## src/rtl/mchan_iir_avg.sv

```systemverilog
// mchan_iir_avg: time-multiplexed per-channel first-order IIR averager.
// Define MCHAN_IIR_ROUND_EN for round-half-up, saturating o_data.
module mchan_iir_avg #(
  parameter int IW = 16,
  parameter int OW = 16,
  parameter int NCHAN = 8,
  parameter int MAXLG = 8,
  parameter int LGNCHAN = $clog2(NCHAN),
  parameter int LW = $clog2(MAXLG + 1),
  parameter int AW = ((IW > OW) ? IW : OW) + MAXLG,
  parameter logic [AW-1:0] RESET_VALUE = '0
) (
  input  logic               i_clk,
  input  logic               i_reset_n,
  input  logic               i_clear,
  input  logic               i_valid,
  output logic               o_ready,
  input  logic [LGNCHAN-1:0] i_chan,
  input  logic [LW-1:0]      i_lgalpha,
  input  logic [IW-1:0]      i_data,
  output logic               o_valid,
  output logic [LGNCHAN-1:0] o_chan,
  output logic [OW-1:0]      o_data
);

  typedef enum logic {CLEAR, RUN} state_t;

  localparam logic [LGNCHAN-1:0] LAST = LGNCHAN'(NCHAN - 1);
  localparam logic [LW-1:0] LGMAX = LW'(MAXLG);

  state_t state;
  logic [LGNCHAN-1:0] idx;
  logic [AW-1:0] mem [NCHAN];

  logic v1, v2, v3;
  logic [LGNCHAN-1:0] c1, c2, c3;
  logic [LW-1:0] l1, l2;
  logic [AW-1:0] x1, x2;
  logic [AW-1:0] rd, fv, yb, y3, a3, ynew;
  logic f1;
  logic signed [AW:0] diff, adj;
  logic take, wr;
  logic [OW-1:0] res;

  assign take = i_valid && o_ready && !i_clear;
  assign wr = v3 && !i_clear && i_reset_n;

  always_ff @(posedge i_clk) begin
    if (!i_reset_n) begin
      state <= CLEAR;
      idx <= '0;
      o_ready <= 1'b0;
    end else begin
      o_ready <= (state == RUN) && !i_clear;
      if (i_clear) begin
        state <= CLEAR;
        idx <= '0;
      end else if (state == CLEAR) begin
        idx <= idx + 1'b1;
        if (idx == LAST) state <= RUN;
      end
    end
  end

  always_ff @(posedge i_clk) begin
    if (!i_reset_n || i_clear) begin
      v1 <= 1'b0;
      v2 <= 1'b0;
      v3 <= 1'b0;
    end else begin
      v1 <= take;
      v2 <= v1;
      v3 <= v2;
    end
  end

  always_ff @(posedge i_clk) begin
    c1 <= i_chan;
    l1 <= (i_lgalpha > LGMAX) ? LGMAX : i_lgalpha;
    x1 <= {i_data, {(AW-IW){1'b0}}};
    c2 <= c1;
    l2 <= l1;
    x2 <= x1;
    f1 <= v3 && (c3 == c1);
    fv <= ynew;
    c3 <= c2;
    y3 <= yb;
    a3 <= AW'(adj);
  end

  always_ff @(posedge i_clk) begin
    if (state == CLEAR) mem[idx] <= RESET_VALUE;
    else if (wr) mem[c3] <= ynew;
    rd <= mem[c1];
  end

  // Newest copy wins: the op one stage ahead, then the one two ahead.
  always_comb begin
    yb = rd;
    if (v3 && (c3 == c2)) yb = ynew;
    else if (f1) yb = fv;
  end

  assign diff = $signed({x2[AW-1], x2}) - $signed({yb[AW-1], yb});
  assign adj = diff >>> l2;
  assign ynew = y3 + a3;

`ifdef MCHAN_IIR_ROUND_EN
  logic [OW-1:0] top;
  logic rb;
  assign top = ynew[AW-1:AW-OW];
  assign rb = ynew[AW-OW-1];
  assign res = (rb && top == {1'b0, {(OW-1){1'b1}}}) ? top : top + OW'(rb);
`else
  assign res = ynew[AW-1:AW-OW];
`endif

  always_ff @(posedge i_clk) begin
    if (!i_reset_n) begin
      o_valid <= 1'b0;
      o_chan <= '0;
      o_data <= '0;
    end else begin
      o_valid <= wr;
      if (wr) begin
        o_chan <= c3;
        o_data <= res;
      end
    end
  end

endmodule

```

## config.mk

```make
export PLATFORM = sky130hd
export DESIGN_NAME = mchan_iir_avg
export DESIGN_NICKNAME = d
export VERILOG_FILES = /design/src/rtl/mchan_iir_avg.sv
export SDC_FILE = /design/constraint.sdc
export NUM_CORES = 1
export LEC_CHECK = 0
export CORE_AREA = 2 2 217 219
export CTS_BUF_LIST = sky130_fd_sc_hd__clkbuf_16
export DETAILED_ROUTE_END_ITERATION = 16
export DIE_AREA = 0 0 219 221
export DONT_BUFFER_PORTS = 1
export GPL_TIMING_DRIVEN = 0
export SYNTH_ARGS = -nofsm -noshare
export SYNTH_HDL_FRONTEND = slang
export SYNTH_SLANG_ARGS = --single-unit
```

## constraint.sdc

```tcl
create_clock -name i_clk -period 5.4 [get_ports i_clk]
set_clock_uncertainty 0.15 [all_clocks]
set_input_delay 1.08 -clock i_clk [delete_from_list [all_inputs] [get_ports i_clk]]
set_output_delay 1.08 -clock i_clk [all_outputs]
set_load 0.01 [all_outputs]
```

==> reports/metrics.cfg <==
[finish]
fillers = 4284
nNetsFinal = 1399
syn2layout_area_growth_pct = 19.9
drive_above_1_share_pct = 24.0
fin_area_mm2 = 0.0191
final_core_util_pct = 41.5
diodes = 0

[global_routing]
antenna_found_initial = 0
grt_max_degree = 25
grt_pass1_vias = 10436
grt_overflow_total = 0
grt_pass1_wl_um = 62100
grtUsageTotal_pct = 16.9

[clocking]
cts-root-buf = clkbuf_16
hold_buffers = 0
cts_buffers = 40
cts_tree = built
cts_num_sinks = 366
clk_pin_slew_ps = 60
clock_path_buffers = 3
cts_max_level = 2
clock_latency_ps = 570

[synthesis]
synthDistinctLibCells = 81
synth_top_area_share_pct = 36.2
synth_area_per_cell_um2 = 12.7
synth_flop_cell = edfxtp_1
syn_nets = 1320
synth_commonest_cells = edfxtp_1, dfxtp_1, nand2_1
ys_async_sr_fraction_pct = 0
synth_edf_count = 192
synth_area_leaders = edfxtp_1, dfxtp_1, mux4_2, ha_1, mux2_2
synth_seq_area_share_pct = 58.0
synth-seq-cells = 366
synth.most_common_cell = edfxtp_1
synth-warning-count = 0
netlist_area_mm2 = 0.0159
synth_top_area_cell = edfxtp_1
syn-instance-count = 1250

[critical_path]
crit_required_ps = 5710
arrival_ps = 5640
reg2regPathDepth = 21
startpoint_type = flop
critPathMaxFanout = 7
rrSetupSlack_ps = 70
r2r-start = y3[2]
worstReg2RegEnd = a3[7]
end_kind = flop
crit_type = flop to flop

[timing]
worst_pin_slew_ps = 1050
setup_viol_count_final = 0
max_freq_mhz = 188
min_period_ps = 5330
period_share_pct = 98.7
rsz0062_at_grt = yes
maxSlewHeadroom_pct = 29.8
final_max_slew_viol_count = 0
hold_violations = 0

[pwr]
peakVddDrop_uv = 202
power.leakage_nw = 7.29
p_per_area_mw_per_mm2 = 390

[floorplan]
die_w_um = 219
num_io_pins = 48
initial_utilization_pct = 34.6
die_area_mm2 = 0.0484
rows = 79
core_mm2 = 0.0461
die_h_um = 221

[min_path]
min_from = l1[0]
hold_end = l2[0]
min_path_type = flop to flop
holdPathStages = 0

[drt]
drt-wirelength-per-cell_um = 20.9
wl_met1_um = 18100
ant_nets = 0
dr.pass1.iters = 5
dr_total_vias = 10351
wl_met2_um = 20000
first_iter_violations = 722
vias_per_cell = 5.26
routed_wl_um = 41100
drc_errors = 0
wl_met3_um = 1890
dr.max_layer_used = met4

[placement]
gp_congestion = 0.879
port_buffers = 0
dp_hpwl_um = 28300
placed_cell_area_mm2 = 0.0168

[status]
status = finished clean

[job]
cap_violations = 0

==> per-layer routing <==
layer | vias up | GRT usage, %
li1 | 4864 | -
met1 | 5171 | 22.4
met2 | 243 | 28.1
met3 | 73 | 2.68
met4 | 0 | 5.75
met5 | - | 0
==> power breakdown <==
group	internal (W)	total (W)	switching, W
combinational	0.000564	0.00137	0.000805
sequential	0.00311	0.00317	0.0000675
clock	0.00176	0.00292	0.00116
==> cells by family (layout without fill, tap and decap cells) <==
logic type	Yosys count	count (layout)	share of synthesized area [%]
compound gates	258	258	11.4
xor+xnor	43	43	2.41
fa+ha+maj	43	43	3.42
buf+inv	101	211	2.51
flops	366	366	58.0
mux	134	134	12.9
simple gates	305	305	9.32
==> repair_timing <==
| item | CTS | global route |
|---|---|---|
| setup endpoints to repair | 24 | 24 |
| pin swaps | 21 | 32 |
| resized for setup | 68 | 51 |
| buffers inserted | 14 | 25 |
==> per-stage QoR <==
stage / std cells / hold slack, ps / total power, W / TNS (ps) / worst slack (ps)
after floorplan: 1250 / 160 / 0.00396 / 0 / 65.2
after global placement: 1857 / 161 / 0.00428 / -20250 / -1300
after detailed placement: 1859 / 162 / 0.00430 / -21530 / -1290
after CTS: 1944 / 169 / 0.00738 / 0 / 2.02
after global routing: 1967 / 184 / 0.00774 / -843 / -127
final: 1967 / 166 / 0.00746 / 0 / 72.6
==> worst max path at each step <==
stage	startpoint	to	slack (ps)	cells after the start
after global routing	y3[2]	a3[6]	-130	22
final	y3[2]	a3[7]	70	21
after CTS	y3[0]	a3[18]	2	25
after floorplan	y3[0]	a3[8]	70	26
after global placement	y3[0]	a3[11]	-1300	25
after detailed placement	y3[0]	a3[11]	-1290	26
==> state kept, by name (all words and copies together) (netlist names), 16 cells and up <==
register,flops
mem,192
x2,16
y3,24
rd,24
x1,16
o_data,16
fv,24
a3,24
==> critical path, cell delays in order, from the launching register on <==
cell and delay (ps):
dfxtp_1 340, ha_2 320, o211ai_1 260, o211ai_1 130, a31o_2 280, a21oi_4 170
o21bai_1 120, a21oi_2 180, buf_4 150, xnor2_2 130, nor2_1 70, a21o_1 230
ha_2 440, inv_1 110, o21a_1 260, o31ai_4 410, nor3_1 90, a31o_2 230
o21ai_0 150, o211ai_1 220, mux4_2 540, a22oi_2 230
==> cells in the final DEF (no fill, tap or decap), types with 27 or more instances in the layout <==
master       n
dfxtp_1    171
nand2_1     83
nand3_1     28
mux4_2      53
mux2i_1     38
nor2_1      71
inv_1       42
clkbuf_16   40
a21oi_1     47
mux2_2      38
buf_4       40
edfxtp_1   192
ha_1        34
a21o_1      27
clkbuf_1    38
==> area by class of cell <==
| class | count | area [um2] | area share, % |
|---|---|---|---|
| well taps | 607 | 759 | 3.97 |
| multi-input cells | 783 | 6940 | 36.3 |
| clock inverters | 33 | 420 | 2.20 |
| flip-flops and latches | 366 | 9250 | 48.4 |
| repair buffers | 41 | 348 | 1.82 |
| plain buffers | 57 | 243 | 1.27 |
| clock buffers | 40 | 1000 | 5.24 |
| inverters | 40 | 150 | 0.786 |
(Power assumes the default switching activity.)
